<file path="config.mk">
export PLATFORM = sky130hd
export DESIGN_NAME = dpram_loader
export DESIGN_NICKNAME = d
export VERILOG_FILES = /design/src/rtl/dpram_loader.sv
export SDC_FILE = /design/constraint.sdc
export NUM_CORES = 1
export LEC_CHECK = 0
export ABC_AREA = 1
export CAP_MARGIN = 20
export CORE_MARGIN = 8
export CORE_UTILIZATION = 39
export DETAILED_ROUTE_END_ITERATION = 12
export PLACE_DENSITY = 0.68
export SLEW_MARGIN = 20
export SYNTH_ARGS = -nofsm -noshare
export SYNTH_HDL_FRONTEND = slang
export SYNTH_SLANG_ARGS = --single-unit
</file>
<file path="constraint.sdc">
create_clock -name clock -period 4.81 [get_ports clock]
set_input_delay 0.962 -clock clock [delete_from_list [all_inputs] [get_ports clock]]
set_output_delay 0.962 -clock clock [all_outputs]
set_load 0.05 [all_outputs]
</file>
<file path="src/rtl/dpram_loader.sv">
// Port-A feeder for the dual-port RAM: a full clear sweep after reset or on request,
// then ioctl download bytes streamed through a small FIFO. dbg_state: 0=CLEAR 1=IDLE 2=LOAD 3=FLUSH.
module dpram_loader #(
  parameter int                      data_width_g = 8,
  parameter int                      addr_width_g = 14,
  parameter int                      fifo_depth_g = 4,
  parameter logic [data_width_g-1:0] fill_value_g = '0
) (
  input  logic                    clock,
  input  logic                    reset,
  input  logic                    ioctl_download,
  input  logic                    ioctl_wr,
  input  logic [24:0]             ioctl_addr,
  input  logic [data_width_g-1:0] ioctl_dout,
  output logic                    ioctl_wait,
  input  logic                    clear_req,
  output logic                    ram_cs,
  output logic                    wren_a,
  output logic [addr_width_g-1:0] address_a,
  output logic [data_width_g-1:0] data_a,
  output logic                    cpu_hold,
  output logic                    load_done,
  output logic                    overflow,
  output logic [1:0]              dbg_state
);

  localparam int PW = (fifo_depth_g > 1) ? $clog2(fifo_depth_g) : 1;
  localparam int CW = PW + 1;
  localparam logic [CW-1:0] FULL_C = CW'(fifo_depth_g);
  localparam logic [CW-1:0] WAIT_C = CW'(fifo_depth_g - 1);
  localparam logic [CW-1:0] ONE_C  = CW'(1);

  typedef enum logic [1:0] {
    S_CLEAR = 2'd0,
    S_IDLE  = 2'd1,
    S_LOAD  = 2'd2,
    S_FLUSH = 2'd3
  } state_t;

  state_t                  r_state;
  logic [addr_width_g-1:0] r_cnt;
  logic [addr_width_g-1:0] r_fifo_addr [fifo_depth_g];
  logic [data_width_g-1:0] r_fifo_data [fifo_depth_g];
  logic [PW-1:0]           r_wr_ptr;
  logic [PW-1:0]           r_rd_ptr;
  logic [CW-1:0]           r_count;

  logic                    r_ram_cs;
  logic                    r_wren;
  logic [addr_width_g-1:0] r_addr;
  logic [data_width_g-1:0] r_data;
  logic                    r_cpu_hold;
  logic                    r_load_done;
  logic                    r_overflow;
  logic                    r_wait;

  logic                    w_in_range;
  logic                    w_full;
  logic                    w_empty;
  logic                    w_push;
  logic                    w_pop;
  logic                    w_drop;
  logic [CW-1:0]           w_count_nxt;

  // Byte handshake: ioctl_wr is a one-cycle valid; ioctl_wait is a registered not-ready
  // raised one entry early, so a strobe issued the cycle wait rises still fits.
  always_comb begin
    w_in_range  = (ioctl_addr >> addr_width_g) == 25'd0;
    w_full      = (r_count == FULL_C);
    w_empty     = (r_count == '0);
    w_push      = (r_state == S_LOAD) && ioctl_wr && w_in_range && !w_full;
    w_drop      = ioctl_wr && ((r_state == S_CLEAR) ||
                               ((r_state == S_LOAD) && (!w_in_range || w_full)));
    w_pop       = ((r_state == S_LOAD) || (r_state == S_FLUSH)) && !w_empty;
    w_count_nxt = r_count + CW'(w_push) - CW'(w_pop);
  end

  // Entry storage carries no reset; validity is tracked by the pointers and count.
  always_ff @(posedge clock) begin
    if (w_push) begin
      r_fifo_addr[r_wr_ptr] <= ioctl_addr[addr_width_g-1:0];
      r_fifo_data[r_wr_ptr] <= ioctl_dout;
    end
  end

  always_ff @(posedge clock) begin
    if (reset) begin
      r_state     <= S_CLEAR;
      r_cnt       <= '0;
      r_wr_ptr    <= '0;
      r_rd_ptr    <= '0;
      r_count     <= '0;
      r_ram_cs    <= 1'b1;
      r_wren      <= 1'b0;
      r_addr      <= '0;
      r_data      <= '0;
      r_cpu_hold  <= 1'b1;
      r_load_done <= 1'b0;
      r_overflow  <= 1'b0;
      r_wait      <= 1'b1;
    end else begin
      if (w_push) r_wr_ptr <= r_wr_ptr + PW'(1);
      if (w_pop)  r_rd_ptr <= r_rd_ptr + PW'(1);
      r_count <= w_count_nxt;
      if (w_drop) r_overflow <= 1'b1;

      case (r_state)
        S_CLEAR: begin
          r_ram_cs    <= 1'b1;
          r_cpu_hold  <= 1'b1;
          r_wait      <= 1'b1;
          r_load_done <= 1'b0;
          r_wren      <= 1'b1;
          r_addr      <= r_cnt;
          r_data      <= fill_value_g;
          if (r_cnt == {addr_width_g{1'b1}}) begin
            r_cnt   <= '0;
            r_state <= S_IDLE;
          end else begin
            r_cnt <= r_cnt + addr_width_g'(1);
          end
        end

        S_IDLE: begin
          r_wren      <= 1'b0;
          r_load_done <= 1'b0;
          if (clear_req) begin
            r_state    <= S_CLEAR;
            r_ram_cs   <= 1'b1;
            r_cpu_hold <= 1'b1;
            r_wait     <= 1'b1;
          end else if (ioctl_download) begin
            r_state    <= S_LOAD;
            r_ram_cs   <= 1'b1;
            r_cpu_hold <= 1'b1;
            r_wait     <= 1'b0;
            r_overflow <= 1'b0;
          end else begin
            r_ram_cs   <= 1'b0;
            r_cpu_hold <= 1'b0;
            r_wait     <= 1'b0;
          end
        end

        default: begin
          r_ram_cs    <= 1'b1;
          r_cpu_hold  <= 1'b1;
          r_wait      <= (w_count_nxt >= WAIT_C);
          r_wren      <= w_pop;
          r_load_done <= 1'b0;
          if (w_pop) begin
            r_addr <= r_fifo_addr[r_rd_ptr];
            r_data <= r_fifo_data[r_rd_ptr];
          end
          if (r_state == S_LOAD) begin
            if (!ioctl_download) r_state <= S_FLUSH;
          end else if (r_count <= ONE_C) begin
            // Last entry (or none) leaves this cycle; no pushes happen in FLUSH.
            r_load_done <= 1'b1;
            r_state     <= S_IDLE;
          end
        end
      endcase
    end
  end

  assign ioctl_wait = r_wait;
  assign ram_cs     = r_ram_cs;
  assign wren_a     = r_wren;
  assign address_a  = r_addr;
  assign data_a     = r_data;
  assign cpu_hold   = r_cpu_hold;
  assign load_done  = r_load_done;
  assign overflow   = r_overflow;
  assign dbg_state  = r_state;

endmodule
</file>
; Yosys cells after proc, flatten, opt, wreduce, memory -nomap -nowiden
; Memory sizes are Yosys's and may differ from the RTL's. A register that Yosys moved wholly into a read port is not among the register bits.
; Cells that the tools add are included.
[totals]
memories = 2
wordCells = 78
regBits = 50
output_inout_bits = 30
ram_bits = 88
in_bits = 38
[mem_list]
columns = name, words, word_bits, read_ports, rd_clocked_by_memory_dff, write_ports, line
row1 = r_fifo_addr, 4, 14, 1, 1, 1, 42  ; logic [addr_width_g-1:0] r_fifo_addr [fifo_depth_g];
row2 = r_fifo_data, 4, 8, 1, 1, 1, 43  ; logic [data_width_g-1:0] r_fifo_data [fifo_depth_g];
[classes]
order_cmp = 2
bitwise_logic = 1
n_addsub = 5
n_eq_ne = 8
n_mux = 27
n_reduce_logical = 21
[ops]
columns = op, count
row1 = $mux 14, 2
row2 = $pmux 14 s2, 1
row3 = $logic_not 25->1, 1
row4 = $mux 2, 10
row5 = $pmux 8 s2, 1
row6 = $add 14x1->14 const B, 1
row7 = $eq 14x14->1 const B, 1
row8 = $mux 1, 9
row9 = $mux 8, 1
row10 = $logic_and 1x1->1, 6
row11 = $add 2x1->2 const B, 2
row12 = $eq 2x2->1 const B, 2
row13 = $ne 4x3->1 const B, 1
row14 = $pmux 1 s2, 2
row15 = $pmux 2 s2, 1
row16 = $reduce_and 4->1, 1
row17 = $reduce_bool 4->1, 1
row18 = $reduce_or 4->1, 1
row19 = $add 3x1->3, 1
row20 = $eq 3x3->1 const B, 1
row21 = $ge 3x2->1 const B, 1
row22 = $le 3x1->1 const B, 1
row23 = $logic_not 1->1, 3
row24 = $logic_not 3->1, 1
row25 = 10 further kinds, 12

; Longest topological paths before layout
; Gate-level depths: netlist (run 1).
[depth]
depth_word = 10
ltp_mapped = 13
ltp_nobuf = 13

; Worst setup path before layout (run 1)
; OpenSTA, ideal clock, no wires.
[synth_path]
path_type = input-to-reg
from = input port ioctl_addr[21]
to = register r_wait, in the netlist ioctl_wait
setup_time_ps = 125
n_path_buf = 0
required_ps = 4685
t_arrival_ps = 2723
path_slack_ps = 1962
stages = 12
path_cell_list = nor2_1 -> nand2_1 -> nor2_1 -> nand3_2 -> ha_1 -> inv_1 -> ha_1 -> fa_1 -> nand2_1 -> inv_1 -> o31ai_1 -> nand2_1
[synth_between]
elab_chain_len = 7
[synth_rtl]
columns = item, line
row1 = from (decl), 13  ; input logic [24:0] ioctl_addr,
row2 = $logic_not 25->1, 68  ; w_in_range = (ioctl_addr >> addr_width_g) == 25'd0;
row3 = $logic_and 1x1->1 (2 in a row), 71  ; w_push = (r_state == S_LOAD) && ioctl_wr && w_in_range && !w_full;
row4 = $add 3x1->3, 75  ; w_count_nxt = r_count + CW'(w_push) - CW'(w_pop);
row5 = $sub 3x1->3, 75
row6 = named net w_count_nxt[1], 63  ; logic [CW-1:0] w_count_nxt;
row7 = $ge 3x2->1, 148  ; r_wait <= (w_count_nxt >= WAIT_C);
row8 = $pmux 1 s2, 107  ; case (r_state)
row9 = to (signal assigned), 148
row10 = to (decl), 55  ; logic r_wait;
; The timed path passes the listed nets, and every way through them passes these cells.
; A chain may end at the register's enable or synchronous reset.

; Worst setup path after layout (run 1)
[layout_path]
from = input port ioctl_addr[15]
to = register r_wait, in the netlist ioctl_wait
; Same word-level chain as after synthesis.

==> results.toml, run 1 <==
[global_routing]
grt_pass1_wl_um = 21000
gr-total-overflow = 0
antenna_found_initial = 0
grt_usage = 0.136
grt_max_degree = 45
grt_pass1_vias = 4190

[yosys]
synth_most_common_cell = "nand2_1"
async_reset_ff_frac = 0
synth_area_um2 = 5880
syn-mean-instance-area_um2 = 10.0
ys_ff_latch = 140
yosysTopAreaCellShare = 0.450
ys_types = 35
ys.flop_type = "edfxtp_1"
synth_largest_area_cell = "edfxtp_1"
synthesis.nets = 638
syn_inst = 585
ys_top_cells_by_area = "edfxtp_1, dfxtp_1, nand2_1"
yosys-top-cells-count = "nand2_1, nor2_1, edfxtp_1"
synth_seq_area_share = 0.627
yosys_warnings = 0
synth-edff-count = 88

[floorplanning]
die_w_um = 139
start_util = 0.392
ioPinCount = 68
core_region_area_um2 = 15000
fp.dieH_um = 139
placementRows = 45
die_area_um2 = 19200

[power_and_ir_drop]
ir_worst_vdd_v = 0.000233
p_leak_nw = 2.59
power_density_nw_per_um2 = 353

[cts]
cts_tree = "built"
clk_latency_ns = 0.41
clk_pin_slew_ns = 0.06
cts_buffers = 17
cts_htree_levels = 4
cts.sinks = 140
cts_resized = 0
post_cts_buffers = 0
cts_root_buf = "clkbuf_16"
cts_hold_buf = 0
clockBufferDepth = 2

[worst_hold_path]
min-delay-path-class = "register to register"
whs_path_depth = 2

[place]
placed_cells = 822
post-dp-hpwl_um = 8750
io_buffers = 67
globalplace.congestion = 0.796

[detailed_routing]
first_pass_iters = 5
drtIter0Drc = 371
wl_per_cell_um = 15.2
drc = 0
num_vias = 4224
postRouteAntennaNets = 0
totalWireLength_um = 13000
viasPerCell = 4.96

[setup_path]
endpoint_kind = "register"
slowest_delay_ns = 0.44
cp_max_fo = 9
cp_cell_sequence = "clkdlybuf4s50_1, nor2_1, nand2_1, nor2_1, nand3_2, ha_1, inv_1, ha_1, fa_1, nand2_1, inv_1, o31ai_1, nand2_1"
crit_cells = 13
start_kind = "input port"
critPathRequiredTime_ns = 5.10
path_buf_inv = 3
worstPathArrival_ns = 3.41
crit_top_cell = "nand2_1"
critical-path-top-delay-family = "adder cells"
path_class = "input port to register"
slowest_stage = "fa_1"
reg2regPathDepth = 13

[final_layout]
area_delta_synth_final_pct = 22.8
fin_cells = 852
nNetsFinal = 706
diodes = 0
layout-drive-gt1-share = 0.0768

[timing]
drv_slew = 0
fin_setup_tns_ns = 0
relSlewSlack = 0.347
finalCritPeriodShare = 0.649
setup_violations = 0
rsz0062_at_grt = "false"
fmax_mhz = 320
hold_viol = 0
fin_crit_ns = 3.12
clock_skew_ns = 0.0115
worstMarginPinSlew_ns = 0.978

[status]
status = "complete, no violations"

[run]
max_cap_viol_count = 0
worst reg2reg max path, cell delays in order (launching register included):
cell and delay, ns:
dfxtp_1 0.37, inv_1 0.17, ha_1 0.22, nand2_1 0.06
inv_1 0.08, nand3_2 0.21, ha_1 0.36, inv_1 0.04
ha_1 0.18, fa_1 0.44, nand2_1 0.09, inv_1 0.04
o31ai_1 0.27, nand2_1 0.08
cells in the final DEF (no fill, tap or decap), types with 6 or more instances in the layout:
master             n
nand3_1           16
nor2_1           102
o21ai_0           64
o22ai_1            7
ha_1              14
edfxtp_1          88
o21ai_1            6
clkdlybuf4s50_1   67
nand2_1          112
a21boi_0           8
inv_1             35
nor2_2             7
a21oi_1           10
clkbuf_16         17
dfxtp_1           52
per-stage QoR:
stage	hold slack (ns)	power (mW)	worst slack (ns)	util	instance area, um2
after floorplan	0.436	1.33	1.96	-	5880
after global placement	0.445	1.38	1.39	0.446	6680
after detailed placement	0.450	1.38	1.30	0.446	6680
after CTS	0.461	2.56	1.71	0.482	7220
after global routing	0.477	2.62	1.54	0.482	7220
final	0.458	2.55	1.69	0.482	7220
area by class of cell:
class	count	area [um2]
fillers	1326	7760
flip-flops and latches	140	3680
multi-input cells	382	1900
repair buffers	72	708
clock buffers	19	433
well taps	188	235
inverters	40	150
clock inverters	11	104
worst paths after layout:
path | startpoint | end | slack [ns]
worst min register to register | address_a[0] | address_a[0] | 0.46
worst max register to register | dbg_state[0] | ioctl_wait | 2.10
worst max-delay path | ioctl_addr[15] | ioctl_wait | 1.69
worst min-delay path | address_a[0] | address_a[0] | 0.46
flip-flops by register name, summed over array words and instances, names as in the netlist, named ones only:
name / count
r_fifo_data: 32
r_rd_ptr: 2
cpu_hold: 1
data_a: 8
wren_a: 1
r_wr_ptr: 2
overflow: 1
dbg_state: 2
r_count: 3
address_a: 14
r_cnt: 14
r_fifo_addr: 56
ioctl_wait: 1
load_done: 1
kinds of logic (layout without fill, tap and decap cells):
family,after synthesis,in the layout,synth area share
xor+xnor,7,7,0.0104
compound gates,104,104,0.0997
simple gates,256,256,0.179
fa+ha+maj,15,15,0.0332
buf+inv,63,142,0.0509
flops,140,140,0.627
layer usage:
layer,track usage,vias up,routed length (um)
li1,-,2088,-
met1,0.160,2019,5660
met2,0.239,102,6550
met3,0.0293,15,581
met4,0.0531,0,184
met5,0,-,0
power by group:
group          internal [mW]  switching (mW)  total (mW)  leakage [nW]
Clock                  0.745           0.450        1.20         0.256
Sequential              1.28         0.00339        1.28          1.21
Combinational         0.0363          0.0355      0.0718          1.13
(Power assumes the default switching activity.)
==> run 2: changes to the inputs <==
--- a/config.mk
+++ b/config.mk
@@ -10,7 +10,7 @@
 export CORE_MARGIN = 8
 export CORE_UTILIZATION = 39
 export DETAILED_ROUTE_END_ITERATION = 12
-export PLACE_DENSITY = 0.68
+export PLACE_DENSITY = 0.7
 export SLEW_MARGIN = 20
 export SYNTH_ARGS = -nofsm -noshare
 export SYNTH_HDL_FRONTEND = slang
==> constraint.sdc (replaced) <==
create_clock -name clock -period 2.78 [get_ports clock]
set_input_delay 0.556 -clock clock [delete_from_list [all_inputs] [get_ports clock]]
set_output_delay 0.556 -clock clock [all_outputs]
set_load 0.05 [all_outputs]
==> results.toml, run 2 (synthesized netlist as in run 1, its figures left out) <==
[status]
status = "complete, no violations"

[cts]
cts_tree = "built"
cts_root_buf = "clkbuf_16"
post_cts_buffers = 0
clk_pin_slew_ns = 0.06
cts_htree_levels = 4
cts.sinks = 140
clk_latency_ns = 0.41
clockBufferDepth = 2
cts_hold_buf = 0
cts_buffers = 17
cts_resized = 0

[power_and_ir_drop]
switching_share = 0.218
ir_worst_vdd_v = 0.000395
power_frac_seq = 0.491
pwr-share-comb = 0.028
intPower_mw = 3.53
power_switching_mw = 0.984
power_mw = 4.52
p_clk_frac = 0.482
power_density_nw_per_um2 = 616
p_leak_nw = 2.64

[floorplanning]
die_w_um = 139
placementRows = 45
fp.dieH_um = 139
die_area_um2 = 19200
core_region_area_um2 = 15000
start_util = 0.392
ioPinCount = 68

[detailed_routing]
postRouteAntennaNets = 0
viasPerCell = 4.89
drc = 0
num_vias = 4193
drtIter0Drc = 296
totalWireLength_um = 13100
wl_per_cell_um = 15.3
first_pass_iters = 4

[timing]
finalCritPeriodShare = 0.929
fin_crit_ns = 2.58
fin_setup_tns_ns = 0
relSlewSlack = 0.551
drv_slew = 0
setup_violations = 0
rsz0062_at_grt = "false"
hold_viol = 0
worstMarginPinSlew_ns = 0.673
fmax_mhz = 387
clock_skew_ns = 0.00861

[setup_path]
path_class = "register to register"
start_kind = "register"
critPathRequiredTime_ns = 3.07
endpoint_kind = "register"
cp_max_fo = 6
worstPathArrival_ns = 2.87

[place]
globalplace.congestion = 0.825
placed_cells = 826
io_buffers = 67
dpl_cell_area_um2 = 6760
post-dp-hpwl_um = 8590

[run]
max_cap_viol_count = 0

[final_layout]
layout-drive-gt1-share = 0.0955
post-route-util = 0.490
fin_cells = 858
area_delta_synth_final_pct = 24.9
n_fill_cell = 1320
nNetsFinal = 710
largest_registers = "r_fifo_addr: 56 flops, r_fifo_data: 32 flops"
mostFrequentLayoutCell = "nand2_1"
regMostFlops = "r_fifo_addr"
largest_reg_flops = 56
final_cell_mix = "nand2_1, nor2_1, edfxtp_1"
final_area_um2 = 7340
diodes = 0

[global_routing]
grt_pass1_wl_um = 20900
gr-total-overflow = 0
grt_max_degree = 44
grt_usage = 0.137
grt_pass1_vias = 4156
antenna_found_initial = 0

[worst_hold_path]
min-delay-path-class = "register to register"
-- run 2: cell count changes in the layout (fill, tap and decap cells not counted), moves of 2 or more --
cell and delta:
buf_12 +4, clkinv_1 -4, clkbuf_1 -2, inv_6 +5
clkinvlp_4 +2, clkinv_2 -2, inv_8 +3
-- run 2: power by group through the flow --
stage / Sequential [mW] / Clock, mW / Combinational, mW
after floorplan: 2.28 / 0 / 0.0292
after global placement: 2.26 / 0 / 0.122
after detailed placement: 2.26 / 0 / 0.125
after CTS: 2.22 / 2.21 / 0.126
after global routing: 2.22 / 2.29 / 0.134
final: 2.22 / 2.18 / 0.125
-- run 2: final timing paths --
kind | end | start | depth (start not counted) | slack, ns
worst max-delay path | ioctl_wait | dbg_state[0] | 13 | 0.20
worst min-delay path | address_a[11] | address_a[11] | 2 | 0.46
worst max register to register | ioctl_wait | dbg_state[0] | 13 | 0.20
worst min register to register | address_a[11] | address_a[11] | 2 | 0.46
-- run 2: stage by stage --
stage,hold WS (ns),setup slack (ns)
floorplan,0.436,0.0584
global placement,0.442,-0.0637
detailed placement,0.450,-0.166
CTS,0.463,0.196
global route,0.484,0.0384
finish,0.456,0.197
-- run 2: worst max-delay path, stage by stage, from the launching register on --
cell	delay [ns]
dfxtp_2	0.38
inv_1	0.11
ha_1	0.24
or2_0	0.20
nand2_1	0.08
inv_2	0.06
ha_1	0.28
inv_1	0.04
ha_1	0.18
fa_1	0.46
nand2_1	0.09
inv_1	0.04
o31ai_1	0.24
nand2_1	0.07
-- run 2: area by class of cell --
cell class                      instances  area (um2)  area share
Sequential cell                       140        3680       0.502
Multi-Input combinational cell        382        1900       0.259
Timing Repair Buffer                   76         788       0.107
Clock buffer                           17         425      0.0580
Tap cell                              188         235      0.0321
Clock inverter                         15         150      0.0205
Inverter                               40         150      0.0205
-- run 2: metal layers --
| layer | track usage | part of all wire |
|---|---|---|
| met4 | 0.0566 | 0.011 |
| met3 | 0.0303 | 0.028 |
| met1 | 0.156 | 0.45 |
| met2 | 0.244 | 0.51 |
| met5 | 0 | 0 |
==> run 3: changes to the inputs <==
--- a/config.mk
+++ b/config.mk
@@ -10,7 +10,7 @@
 export CORE_MARGIN = 8
 export CORE_UTILIZATION = 39
 export DETAILED_ROUTE_END_ITERATION = 12
-export PLACE_DENSITY = 0.7
+export PLACE_DENSITY = 0.68
 export SLEW_MARGIN = 20
 export SYNTH_ARGS = -nofsm -noshare
 export SYNTH_HDL_FRONTEND = slang
==> constraint.sdc (replaced) <==
create_clock -name clock -period 2.4 [get_ports clock]
set_input_delay 0.48 -clock clock [delete_from_list [all_inputs] [get_ports clock]]
set_output_delay 0.48 -clock clock [all_outputs]
set_load 0.05 [all_outputs]
==> results.toml, run 3 (synthesized netlist as in run 1, its figures left out) <==
[cts]
cts.sinks = 140
cts_tree = "built"
cts_htree_levels = 4
clockBufferDepth = 2
cts_hold_buf = 0
clk_pin_slew_ns = 0.06
clk_latency_ns = 0.42
cts_buffers = 17
cts_root_buf = "clkbuf_16"

[detailed_routing]
first_pass_iters = 4
postRouteAntennaNets = 0
wl_per_cell_um = 14.8
num_vias = 4167
drtIter0Drc = 319
totalWireLength_um = 12800
viasPerCell = 4.81
drc = 0

[worst_hold_path]
hold_start = "r_rd_ptr[1]"
min-delay-path-class = "register to register"

[final_layout]
fin_cells = 866
largest_reg_flops = 56
largest_registers = "r_fifo_addr: 56 flops, r_fifo_data: 32 flops"
seqCellArea_um2 = 3690
layout-drive-gt1-share = 0.117
diodes = 0
nNetsFinal = 718
area_delta_synth_final_pct = 26.9
multi_input_area_um2 = 1940
final_cell_mix = "nand2_1, nor2_1, edfxtp_1"
n_fill_cell = 1304
regMostFlops = "r_fifo_addr"
mostFrequentLayoutCell = "nand2_1"
post-route-util = 0.498
final_area_um2 = 7460

[global_routing]
grt_usage = 0.137
gr-total-overflow = 0
grt_pass1_vias = 4076
grt_pass1_wl_um = 20600
antenna_found_initial = 0
grt_max_degree = 44

[setup_path]
path_buf_inv = 3
cp_cell_sequence = "clkdlybuf4s50_1, nor2_1, nand2_1, nor2_1, nand3_2, ha_4, inv_2, ha_4, fa_1, nand2_1, inv_1, o31ai_1, nand2_1"
worstPathArrival_ns = 2.70
critPathRequiredTime_ns = 2.70
reg2reg_from = "dbg_state[0]"
path_class = "input port to register"
critical-path-top-delay-family = "adder cells"
endpoint_kind = "register"
crit_top_cell = "nand2_1"
slowest_delay_ns = 0.47
crit_start = "ioctl_addr[23]"
cp_max_fo = 2
start_kind = "input port"
slowest_stage = "fa_1"

[place]
placed_cells = 829
post-dp-hpwl_um = 8600
dp_slack_ns = -0.444
dpl_cell_area_um2 = 6800
globalplace.congestion = 0.799
io_buffers = 67

[timing]
finalCritPeriodShare = 1.00
drv_slew = 0
rsz0062_at_grt = "true"
fin_setup_tns_ns = -0.00197
worstMarginPinSlew_ns = 0.542
setup_ws_ns = -0.00197
fin_crit_ns = 2.40
fmax_mhz = 416
setup_violations = 1
relSlewSlack = 0.638
clock_skew_ns = 0.0110
hold_viol = 0

[floorplanning]
placementRows = 45
die_w_um = 139
die_area_um2 = 19200
fp.dieH_um = 139
start_util = 0.392
core_region_area_um2 = 15000
ioPinCount = 68

[status]
status = "finished with violations"
violations = "negative setup slack"

[run]
max_cap_viol_count = 0

[power_and_ir_drop]
power_density_nw_per_um2 = 698
power_switching_mw = 1.06
intPower_mw = 4.15
power_frac_seq = 0.493
p_leak_nw = 2.71
ir_worst_vdd_v = 0.000506
pwr-share-comb = 0.027
p_clk_frac = 0.480
switching_share = 0.203
-- run 3: cell count changes in the layout (fill, tap and decap cells not counted), sizes merged --
cell,previous run,this run
bufinv,1,2
dlymetal6s2s,0,4
clkinvlp,4,6
inv,48,41
clkdlybuf4s50,67,63
clkinv,2,6
buf,9,17
-- run 3: final timing paths --
kind	end	cells after the start	slack, ns
setup / recovery	ioctl_wait	13	-0.002
hold / removal	register	2	0.45
setup reg to reg	ioctl_wait	13	-0.002
hold reg to reg	register	2	0.45
-- run 3: metal layers --
metal,GRT usage,share of wire,wire length (um)
met1,0.158,0.43,5570
met2,0.229,0.50,6360
met3,0.0375,0.059,755
met4,0.0687,0.012,148
met5,0,0,0
-- run 3: worst min-delay path, stage by stage (launching register included) --
cell and delay (ns):
dfxtp_1 0.29, inv_1 0.05, a21oi_1 0.06
-- run 3: metrics by stage --
stage	power, mW	hold WS, ns
final	5.21	0.452
after global routing	5.36	0.480
after CTS	5.25	0.456
after detailed placement	2.76	0.449
after global placement	2.76	0.442
after floorplan	2.67	0.436
-- run 3: layout make-up --
class,instances,area share
clock buffer,17,0.0570
clock inverter,15,0.0200
tap,188,0.0315
inverter,40,0.0208
timing repair buffer,84,0.115
sequential,140,0.495
multi-input combinational,382,0.261
-- run 3: repair_timing --
item / 4_1_cts / 5_1_grt
setup endpoints to repair: 1 / 1
pin swaps: 1 / 12
buffers inserted: 2 / 3
resized for setup: 0 / 11
-- run 3: power by group through the flow --
stage               Combinational (mW)  Clock, mW  Sequential [mW]
finish                           0.143       2.50             2.57
global route                     0.155       2.63             2.57
CTS                              0.145       2.53             2.57
global placement                 0.141          0             2.62
floorplan                       0.0338          0             2.63
detailed placement               0.144          0             2.62
